==> config.mk <==
export PLATFORM = sky130hd
export DESIGN_NAME = ps2_host_tx
export DESIGN_NICKNAME = d
export VERILOG_FILES = /design/src/rtl/ps2_host_tx.sv
export SDC_FILE = /design/constraint.sdc
export NUM_CORES = 1
export LEC_CHECK = 0
export BUFFER_PORTS_ARGS = -buffer_cell sky130_fd_sc_hd__buf_4
export CORE_MARGIN = 5
export CORE_UTILIZATION = 56
export CTS_CLUSTER_DIAMETER = 80
export DETAILED_ROUTE_END_ITERATION = 7
export MAX_ROUTING_LAYER = met4
export PLACE_DENSITY_LB_ADDON = 0.1
export SLEW_MARGIN = 20
export SYNTH_ARGS = -nofsm -noshare
export SYNTH_HDL_FRONTEND = slang
export SYNTH_SLANG_ARGS = --single-unit
==> constraint.sdc <==
create_clock -name CLOCK_50 -period 2.67 [get_ports CLOCK_50]
set_input_delay 0 -clock CLOCK_50 [delete_from_list [all_inputs] [get_ports CLOCK_50]]
set_output_delay 0 -clock CLOCK_50 [all_outputs]
set_load 0.02 [all_outputs]
==> src/rtl/ps2_host_tx.sv <==
// PS/2 host-to-device transmitter: inhibit, request-to-send, 8 data bits + odd parity + stop
// on device clocks, then ACK check. Pads are open-drain: pad = oe ? 1'b0 : 1'bz.
module ps2_host_tx #(
  parameter int INHIBIT_CYCLES = 6000,
  parameter int FILTER_LEN     = 16,
  parameter int TIMEOUT_CYCLES = 1000000
) (
  input  logic       CLOCK_50,
  input  logic       reset,
  input  logic [7:0] tx_data,
  input  logic       tx_valid,
  output logic       tx_ready,
  output logic       busy,
  output logic       tx_done,
  output logic       tx_ack_err,
  output logic       tx_timeout,
  input  logic       PS2_CLK,
  input  logic       PS2_DAT,
  output logic       ps2_clk_oe,
  output logic       ps2_dat_oe
);

  localparam int TMAX = (INHIBIT_CYCLES > TIMEOUT_CYCLES) ? INHIBIT_CYCLES : TIMEOUT_CYCLES;
  localparam int TW   = $clog2(TMAX + 1);
  localparam int FW   = (FILTER_LEN > 1) ? $clog2(FILTER_LEN) : 1;
  localparam logic [TW-1:0] INHIBIT_LOAD = TW'(INHIBIT_CYCLES - 1);
  localparam logic [TW-1:0] TIMEOUT_LOAD = TW'(TIMEOUT_CYCLES - 1);
  localparam logic [FW-1:0] FILTER_LAST  = FW'(FILTER_LEN - 1);

  // IDLE wait byte | INHIBIT clk low | REQ start bit | SEND bits on falls | ACK | WAIT_IDLE bus free
  typedef enum logic [2:0] {
    S_IDLE, S_INHIBIT, S_REQ, S_SEND, S_ACK, S_WAIT_IDLE
  } state_t;

  logic          clk_s1_q, clk_s1_d, clk_s2_q, clk_s2_d;
  logic          dat_s1_q, dat_s1_d, dat_s2_q, dat_s2_d;
  logic          clk_f_q, clk_f_d, dat_f_q, dat_f_d, clk_f_dly_q, clk_f_dly_d;
  logic [FW-1:0] clk_fcnt_q, clk_fcnt_d, dat_fcnt_q, dat_fcnt_d;
  state_t        state_q, state_d;
  logic [7:0]    data_q, data_d;
  logic          par_q, par_d, ok_q, ok_d;
  logic [3:0]    bitcnt_q, bitcnt_d;
  logic [TW-1:0] tmr_q, tmr_d;
  logic          tx_ready_q, tx_ready_d, busy_q, busy_d;
  logic          done_q, done_d, err_q, err_d, to_q, to_d;
  logic          clk_oe_q, clk_oe_d, dat_oe_q, dat_oe_d;
  logic          fall;

  // A filtered line follows the synchronised one only after FILTER_LEN consecutive disagreeing samples.
  always_comb begin
    clk_s1_d    = PS2_CLK;
    clk_s2_d    = clk_s1_q;
    dat_s1_d    = PS2_DAT;
    dat_s2_d    = dat_s1_q;
    clk_f_d     = clk_f_q;
    dat_f_d     = dat_f_q;
    clk_fcnt_d  = '0;
    dat_fcnt_d  = '0;
    clk_f_dly_d = clk_f_q;
    if (clk_s2_q != clk_f_q) begin
      if (clk_fcnt_q == FILTER_LAST) clk_f_d = clk_s2_q;
      else                           clk_fcnt_d = clk_fcnt_q + FW'(1);
    end
    if (dat_s2_q != dat_f_q) begin
      if (dat_fcnt_q == FILTER_LAST) dat_f_d = dat_s2_q;
      else                           dat_fcnt_d = dat_fcnt_q + FW'(1);
    end
  end

  assign fall = clk_f_dly_q & ~clk_f_q;

  always_comb begin
    state_d  = state_q;
    data_d   = data_q;
    par_d    = par_q;
    ok_d     = ok_q;
    bitcnt_d = bitcnt_q;
    tmr_d    = tmr_q;
    dat_oe_d = dat_oe_q;
    done_d   = 1'b0;
    err_d    = 1'b0;
    to_d     = 1'b0;
    case (state_q)
      S_IDLE: begin
        if (tx_valid && tx_ready_q) begin
          data_d   = tx_data;
          par_d    = ~^tx_data;
          bitcnt_d = '0;
          tmr_d    = INHIBIT_LOAD;
          state_d  = S_INHIBIT;
        end
      end
      S_INHIBIT: begin
        if (tmr_q == '0) begin
          dat_oe_d = 1'b1;
          state_d  = S_REQ;
        end else begin
          tmr_d = tmr_q - TW'(1);
        end
      end
      S_REQ: begin
        tmr_d   = TIMEOUT_LOAD;
        state_d = S_SEND;
      end
      S_SEND, S_ACK, S_WAIT_IDLE: begin
        if (tmr_q == '0) begin
          to_d     = 1'b1;
          dat_oe_d = 1'b0;
          state_d  = S_IDLE;
        end else begin
          tmr_d = tmr_q - TW'(1);
          if (state_q == S_SEND) begin
            if (fall) begin
              bitcnt_d = bitcnt_q + 4'd1;
              if (bitcnt_q < 4'd8) begin
                dat_oe_d = ~data_q[bitcnt_q[2:0]];
              end else if (bitcnt_q == 4'd8) begin
                dat_oe_d = ~par_q;
              end else begin
                dat_oe_d = 1'b0;
                state_d  = S_ACK;
              end
            end
          end else if (state_q == S_ACK) begin
            if (fall) begin
              ok_d    = ~dat_f_q;
              state_d = S_WAIT_IDLE;
            end
          end else if (clk_f_q && dat_f_q) begin
            done_d  = ok_q;
            err_d   = ~ok_q;
            state_d = S_IDLE;
          end
        end
      end
      default: begin
        dat_oe_d = 1'b0;
        state_d  = S_IDLE;
      end
    endcase
    clk_oe_d   = (state_d == S_INHIBIT) || (state_d == S_REQ);
    busy_d     = (state_d != S_IDLE);
    tx_ready_d = (state_d == S_IDLE) && !(done_d || err_d || to_d);
  end

  always_ff @(posedge CLOCK_50) begin
    if (reset) begin
      clk_s1_q    <= 1'b1;
      clk_s2_q    <= 1'b1;
      dat_s1_q    <= 1'b1;
      dat_s2_q    <= 1'b1;
      clk_f_q     <= 1'b1;
      dat_f_q     <= 1'b1;
      clk_f_dly_q <= 1'b1;
      clk_fcnt_q  <= '0;
      dat_fcnt_q  <= '0;
      state_q     <= S_IDLE;
      data_q      <= '0;
      par_q       <= 1'b0;
      ok_q        <= 1'b0;
      bitcnt_q    <= '0;
      tmr_q       <= '0;
      tx_ready_q  <= 1'b1;
      busy_q      <= 1'b0;
      done_q      <= 1'b0;
      err_q       <= 1'b0;
      to_q        <= 1'b0;
      clk_oe_q    <= 1'b0;
      dat_oe_q    <= 1'b0;
    end else begin
      clk_s1_q    <= clk_s1_d;
      clk_s2_q    <= clk_s2_d;
      dat_s1_q    <= dat_s1_d;
      dat_s2_q    <= dat_s2_d;
      clk_f_q     <= clk_f_d;
      dat_f_q     <= dat_f_d;
      clk_f_dly_q <= clk_f_dly_d;
      clk_fcnt_q  <= clk_fcnt_d;
      dat_fcnt_q  <= dat_fcnt_d;
      state_q     <= state_d;
      data_q      <= data_d;
      par_q       <= par_d;
      ok_q        <= ok_d;
      bitcnt_q    <= bitcnt_d;
      tmr_q       <= tmr_d;
      tx_ready_q  <= tx_ready_d;
      busy_q      <= busy_d;
      done_q      <= done_d;
      err_q       <= err_d;
      to_q        <= to_d;
      clk_oe_q    <= clk_oe_d;
      dat_oe_q    <= dat_oe_d;
    end
  end

  assign tx_ready   = tx_ready_q;
  assign busy       = busy_q;
  assign tx_done    = done_q;
  assign tx_ack_err = err_q;
  assign tx_timeout = to_q;
  assign ps2_clk_oe = clk_oe_q;
  assign ps2_dat_oe = dat_oe_q;

endmodule

==> results of run 1 <==
final cells by class:
type                    count  area share
multi-input cells         260       0.485
well taps                  70      0.0251
clock inverters             2      0.0100
inverters                   9     0.00967
repair buffers             37      0.0867
clock buffers              13      0.0455
flip-flops and latches     59       0.338
worst reg2reg max path: cells and delay by family, from the launching register on:
kind                       cells  cell delay, ns
and+or+nand+nor                2            0.95
buffers and inverters          1            0.09
adders and majority gates      1            0.18
AOI/OAI and AO/OA              3            0.68
DFF                            1            0.34
flip-flops by register name (all words and copies together), names as in the netlist:
register / flops
tmr_q: 20
data_q: 8
bitcnt_q: 4
clk_fcnt_q: 4
dat_fcnt_q: 4
state_q: 3
busy: 1
clk_f_dly_d: 1
clk_f_dly_q: 1
clk_s1_q: 1
clk_s2_q: 1
dat_f_q: 1
dat_s1_q: 1
dat_s2_q: 1
ok_q: 1
par_q: 1
ps2_clk_oe: 1
ps2_dat_oe: 1
tx_ack_err: 1
tx_done: 1
tx_ready: 1
tx_timeout: 1
final timing paths:
path	from	end	slack, ns
worst max register to register	tmr_q[0]	tmr_q[8]	0.31
worst min register to register	dat_s1_q	dat_s2_q	0.42
worst min-delay path	reset	tx_timeout	0.12
worst max-delay path	tmr_q[0]	tmr_q[8]	0.31
per-stage QoR:
stage	worst slack, ns	power, W	cells	area, sq um
2_1_floorplan	0.524	0.00150	349	3000
3_3_place_gp	0.408	0.00164	425	3200
3_5_place_dp	0.327	0.00165	425	3200
4_1_cts	0.300	0.00248	450	3490
5_1_grt	0.182	0.00260	450	3490
6_report	0.307	0.00247	450	3490
power groups by stage:
stage	clock (W)	sequential [W]	combinational, W
after floorplan	0	0.00105	0.000450
after global placement	0	0.00105	0.000598
after detailed placement	0	0.00105	0.000604
after CTS	0.000824	0.00103	0.000621
after global routing	0.000868	0.00104	0.000694
final	0.000809	0.00103	0.000626
per-layer routing:
layer,vias to the layer above,GRT usage
met2,51,0.335
met4,0,0.104
met3,15,0.0426
li1,1331,-
met1,1248,0.250
met5,-,-
kinds of logic (layout without fill, tap and decap cells):
logic type,after synthesis,in the layout,share of synthesized area
DFF,59,59,0.393
xor gates and xnor gates,15,15,0.0438
buffers and inverters,30,61,0.0429
adders and majority gates,6,6,0.0250
muxes,13,13,0.0525
and+or+nand+nor,131,131,0.236
AOI/OAI and AO/OA,95,95,0.207
layout by cell type, fill, tap and decap left out, types with 3 or more instances in the layout:
master / synthesis / routed
sky130_fd_sc_hd__dfxtp_1: 59 / 59
sky130_fd_sc_hd__nor2_1: 41 / 41
sky130_fd_sc_hd__buf_4: 1 / 27
sky130_fd_sc_hd__a21oi_1: 21 / 21
sky130_fd_sc_hd__o21ai_0: 21 / 20
sky130_fd_sc_hd__xnor2_1: 12 / 12
sky130_fd_sc_hd__nand2_1: 11 / 11
sky130_fd_sc_hd__clkbuf_8: 0 / 11
sky130_fd_sc_hd__nor3_1: 10 / 10
sky130_fd_sc_hd__a31oi_1: 10 / 10
sky130_fd_sc_hd__dlygate4sd3_1: 0 / 10
sky130_fd_sc_hd__inv_1: 9 / 9
sky130_fd_sc_hd__or2_2: 9 / 9
sky130_fd_sc_hd__mux2i_1: 9 / 9
sky130_fd_sc_hd__nand3_1: 8 / 8
sky130_fd_sc_hd__nor4_1: 7 / 7
sky130_fd_sc_hd__nand2b_1: 6 / 6
sky130_fd_sc_hd__o31ai_1: 6 / 6
sky130_fd_sc_hd__ha_1: 6 / 6
sky130_fd_sc_hd__or3_1: 5 / 5
sky130_fd_sc_hd__and2_1: 5 / 5
sky130_fd_sc_hd__or4_1: 5 / 5
sky130_fd_sc_hd__a211oi_1: 5 / 5
sky130_fd_sc_hd__nor2b_1: 4 / 4
sky130_fd_sc_hd__o211ai_1: 4 / 4
sky130_fd_sc_hd__and3_1: 3 / 3
sky130_fd_sc_hd__nor3b_1: 3 / 3
sky130_fd_sc_hd__a21boi_0: 3 / 3
sky130_fd_sc_hd__a211o_1: 3 / 3
sky130_fd_sc_hd__xor2_1: 3 / 3
==> implementation parameters, run 1 <==
Parameter                              Value

Synth
  Number of library cell types mapped by synthesis    58
  Prevailing post-synth register cell    sky130_fd_sc_hd__dfxtp_1
  Syn Area/Cell    approximately 8.6 sq um
  Dominant cell by count in the synthesized netlist    sky130_fd_sc_hd__dfxtp_1
  Fraction of post-synthesis cell area in the top cell type by area    0.393
  Synthesized Nets    368
  #FFs+latches synth    just under 60
  Most instantiated cells after synthesis    sky130_fd_sc_hd__dfxtp_1, sky130_fd_sc_hd__nor2_1, sky130_fd_sc_hd__a21oi_1, sky130_fd_sc_hd__o21ai_0, sky130_fd_sc_hd__clkbuf_1
  Post-synthesis cell area    ~3000 sq um
  Proportion of register bits with asynchronous set or reset after synthesis    0
  Portion of the post-synthesis area used by sequential elements    0.393
  EDFF count, synth    0
  Warning count from the yosys run    0
  Post-Synthesis Cells    roughly 350
  Largest area contributor in the synthesized netlist    sky130_fd_sc_hd__dfxtp_1
  Top cells by area in the synthesized netlist    sky130_fd_sc_hd__dfxtp_1, sky130_fd_sc_hd__nor2_1, sky130_fd_sc_hd__a21oi_1, sky130_fd_sc_hd__o21ai_0, sky130_fd_sc_hd__xnor2_1

Clock network
  Cells resized by post-CTS repair    0
  Number of clock sinks    59
  Clk root buf    sky130_fd_sc_hd__clkbuf_8
  TritonCTS clock tree    built
  Clock network latency to the later pin of the worst-skew pair    roughly 0.33 ns
  Max clock buf depth    2
  Cts bufs inserted    9
  Clock Pin Slew Worst Setup and Hold Paths    0.06 ns
  CTS hold repair buffers    10
  Number of setup buffers added after CTS    0
  CTS HTree Levels    3

GRT
  Vias in the first global route    2612
  Initial antenna violation count    0
  Wire length of the first global-routing pass    approximately 12000 um
  Pin count of the biggest net entering global routing    55
  GRT Util Overall    0.209
  Global route overflow    0

Critical path
  Critical-path cell list    inv_1, ha_1, or3b_2, or3_2, o31ai_1, a21oi_1, a2111oi_0
  Setup crit end kind    register
  Required time of the critical path    between 2 and 3 ns
  Sum of buffers and inverters on the critical path    1
  Worst Setup Start Kind    register
  Data arrival time at the worst-slack endpoint    2.58 ns
  Cell family contributing the most delay on the critical path    simple AND/OR/NAND/NOR gates
  Maximum fanout along the worst path    5
  Crit-path max cell delay    between 0.4 and 0.5 ns
  CP max-delay cell    sky130_fd_sc_hd__or3b_2
  Length in cells of the worst reg-to-reg path    7
  Cell depth of the worst setup path    7
  Type of the setup path with the least slack    reg -> reg

Finish
  Inserted Diodes    0
  FF/Latch Area    1180 sq um
  Number of nets in the layout    395
  Synthesis-to-layout area growth    16.3%
  Post-route core utilization    0.675
  Filler cell count in the final layout    about 440
  Area of the multi-input gates    1690 sq um
  Fraction of layout cells with a size suffix above 1    0.163

STA
  Tcrit/Tclk final    0.885
  Final max-slew violation count    0
  Setup-violating endpoint count in the final report    0
  Worst Hold Margin    0.119 ns
  Clock skew after layout    between 0.007 and 0.008 ns
  Unrepaired setup endpoints after global routing    no
  Period minus WS final    between 2 and 2.5 ns
  Remaining max-slew budget at the tightest pin    0.616
  Final-layout setup total negative slack    0 ns
  Final Hold Violating Endpoints    0
  Worst Tran Pin Value    between 0.5 and 0.6 ns
  Fmax    approximately 420 MHz

Routing
  DR WL met2    ~3100 um
  Highest metal layer with signal wires    met4
  Routed wire length on met3    ~240 um
  Residual DRC count    0
  ANT nets after route    0
  Total Routed Length    ~6500 um
  Vias per inst    5.88
  Count of TritonRoute iterations in the first routing pass    4
  Routed wire length per instance    around 14 um
  DR iter-0 viols    about 230
  Via Count    about 2600
  Met1 wire length    2990 um

Power
  Maximum ir drop on the vdd rail    401 uV
  Gate power share    0.254
  Share of total power consumed by net switching    0.312
  Design internal power    between 0.0015 and 0.002 W
  P per Cell Area    706 nW/um^2
  Net Switching    a little under 0.0008 W
  Total leakage power    1.29 nW
  Clock network power share    0.328
  Sequential Power Share    0.418

Die
  Vertical die dimension    about 83 um
  Core box area    roughly 5200 sq um
  DIE AREA    between 6000 and 7000 sq um
  Starting utilization of the core area    0.581
  Die Wd    approximately 83 um
  Number of primary I/O pins    20
  Cell row count    26

Hold path
  Class of the most critical hold timing path    in -> reg
  Number of stages on the worst hold path    2

Placement
  RD Place Congestion    roughly 0.86
  DP HPWL    about 4400 um
  Count of buffers from port buffering    19

Run status
  Status    complete, no violations

Run
  Maximum capacitance violations    0
Power figures use the tool's default switching activity.
==> run 2: changes to the inputs <==
clock period = 3 ns   (was 2.67 ns; I/O delays follow)
==> implementation parameters, run 2 (synthesis results as in run 1) <==
Parameter                              Value

Critical path
  Cell depth of the worst setup path    7
  Critical path launch point    tmr_q[0]
  Required time of the critical path    roughly 3.2 ns
  Length in cells of the worst reg-to-reg path    7
  Reg-to-Reg End    tmr_q[8]
  Maximum fanout along the worst path    5
  Setup crit end kind    register
  CP max-delay cell    sky130_fd_sc_hd__or3b_2
  Critical-path cell list    inv_1, ha_1, or3b_2, or3_2, o31ai_1, a21oi_1, a2111oi_0
  Data arrival time at the worst-slack endpoint    around 2.6 ns
  Cell family contributing the most delay on the critical path    simple AND/OR/NAND/NOR gates
  Setup slack on the worst flop-to-flop path    ~0.65 ns
  Launch point of the worst reg-to-reg path    tmr_q[0]
  Crit-path max cell delay    roughly 0.47 ns
  Type of the setup path with the least slack    reg -> reg
  Sum of buffers and inverters on the critical path    1
  Crit path capture    tmr_q[8]
  Worst Setup Start Kind    register

Power
  Sequential Power Share    0.426
  Gate power share    0.246
  Share of total power consumed by net switching    0.308
  Maximum ir drop on the vdd rail    approximately 370 uV
  Total leakage power    1.27 nW
  Design internal power    about 0.0015 W
  P per Cell Area    ~630 nW/um^2
  Net Switching    0.000670 W
  Clock network power share    0.329

GRT
  Initial antenna violation count    0
  Pin count of the biggest net entering global routing    55
  GRT Util Overall    0.200
  Global route overflow    0
  Wire length of the first global-routing pass    around 11000 um
  Vias in the first global route    between 2000 and 2500

Finish
  Biggest register    tmr_q
  Fraction of layout cells with a size suffix above 1    0.154
  Registers with the most flip-flops    tmr_q x20, data_q x8
  Final cell count without fillers    ~450
  Number of flip-flops under the largest register name    20
  Most common cell after layout, fill and taps aside    sky130_fd_sc_hd__dfxtp_1
  Number of nets in the layout    approximately 390
  Synthesis-to-layout area growth    15.3%
  Inserted Diodes    0
  Commonest non-fill, non-tap cells in the layout    sky130_fd_sc_hd__dfxtp_1, sky130_fd_sc_hd__nor2_1, sky130_fd_sc_hd__buf_4, sky130_fd_sc_hd__a21oi_1, sky130_fd_sc_hd__o21ai_0
  Design Area, Final    about 3500 sq um

Die
  Cell row count    26
  Number of primary I/O pins    20
  Core box area    a little over 5000 sq um
  Vertical die dimension    83.2 um
  Die Wd    roughly 83 um
  DIE AREA    6930 sq um
  Starting utilization of the core area    0.581

Placement
  DP HPWL    around 4200 um
  Number of instances in the placed design    421
  Setup slack after placement    around 0.7 ns
  Count of buffers from port buffering    19
  RD Place Congestion    ~0.83
  Placed cell areas    around 3200 sq um

Clock network
  Clock Pin Slew Worst Setup and Hold Paths    ~0.060 ns
  TritonCTS clock tree    built
  Cts bufs inserted    9
  Max clock buf depth    2
  Cells resized by post-CTS repair    0
  Clk root buf    sky130_fd_sc_hd__clkbuf_8
  Number of clock sinks    slightly below 60
  Clock network latency to the later pin of the worst-skew pair    0.34 ns
  CTS HTree Levels    3

STA
  Fmax    roughly 420 MHz
  Crit path setup slack, layout    ~0.65 ns
  Remaining max-slew budget at the tightest pin    0.485
  Tcrit/Tclk final    0.785
  Period minus WS final    roughly 2.4 ns
  Clock skew after layout    0.00410 ns
  Setup-violating endpoint count in the final report    0
  Final max-slew violation count    0
  Worst Tran Pin Value    roughly 0.77 ns
  Unrepaired setup endpoints after global routing    no
  Final-layout setup total negative slack    0 ns
  Final Hold Violating Endpoints    0

Routing
  Vias per inst    5.82
  DR iter-0 viols    220
  Routed wire length per instance    ~14 um
  Count of TritonRoute iterations in the first routing pass    4
  Total Routed Length    approximately 6400 um
  Via Count    between 2000 and 3000
  Residual DRC count    0
  ANT nets after route    0

Run
  Maximum capacitance violations    0

Run status
  Status    complete, no violations

Hold path
  Class of the most critical hold timing path    in -> reg
==> run 2: cell types whose count changed in the layout (fill, tap and decap cells not counted) <==
cell / change
sky130_fd_sc_hd__buf_4: -4
==> run 2: metrics by stage <==
stage | util | power [W] | hold WS [ns]
4_1_cts | 0.669 | 0.00218 | 0.109
5_1_grt | 0.669 | 0.00230 | 0.142
6_report | 0.669 | 0.00217 | 0.126
3_5_place_dp | 0.612 | 0.00146 | 0.188
3_3_place_gp | 0.612 | 0.00145 | 0.186
2_1_floorplan | - | 0.00133 | 0.104
==> run 2: worst register-to-register path: cells and delay by family (launching register included) <==
family                   cells  cell delay (ns)
adder cells (fa/ha/maj)      1             0.18
AO/OA/AOI/OAI                3             0.68
flip-flops                   1             0.34
buffers and inverters        1             0.09
AND/OR/NAND/NOR              2             0.94
==> run 2: final cells by class <==
class / count / area, sq um
fill: 417 / 1710
multi-input combinational: 260 / 1690
inverter: 9 / 33.8
sequential: 59 / 1180
clock inverter: 2 / 35.0
tap: 70 / 87.6
timing repair buffer: 33 / 273
clock buffer: 13 / 159
==> run 2: worst min path at each step <==
stage          slack [ns]  depth (start not counted)         to  startpoint
4_1_cts              0.11                          2  data_q[5]       reset
2_1_floorplan        0.10                          1   clk_s1_q     PS2_CLK
6_report             0.13                          2  data_q[5]       reset
3_3_place_gp         0.19                          2   dat_s1_q     PS2_DAT
3_5_place_dp         0.19                          2   dat_s1_q     PS2_DAT
5_1_grt              0.14                          2  data_q[0]       reset
==> run 2: routing by layer <==
layer  global-route usage  part of all wire
met5                    -                 0
met1                0.244              0.46
met4               0.0594             0.012
met2                0.310              0.49
met3               0.0713             0.045
==> run 2: what timing repair did <==
action                     4_1_cts  5_1_grt
buffers inserted                 0        0
hold buffers                    10        0
hold endpoints to repair        10        0
setup endpoints to repair        0        0
==> run 2: power by group through the flow <==
stage	Clock, W	Sequential [W]	Combinational [W]
after detailed placement	0	0.000939	0.000519
after global placement	0	0.000938	0.000512
after CTS	0.000728	0.000923	0.000530
final	0.000714	0.000925	0.000533
after floorplan	0	0.000933	0.000400
after global routing	0.000772	0.000936	0.000593
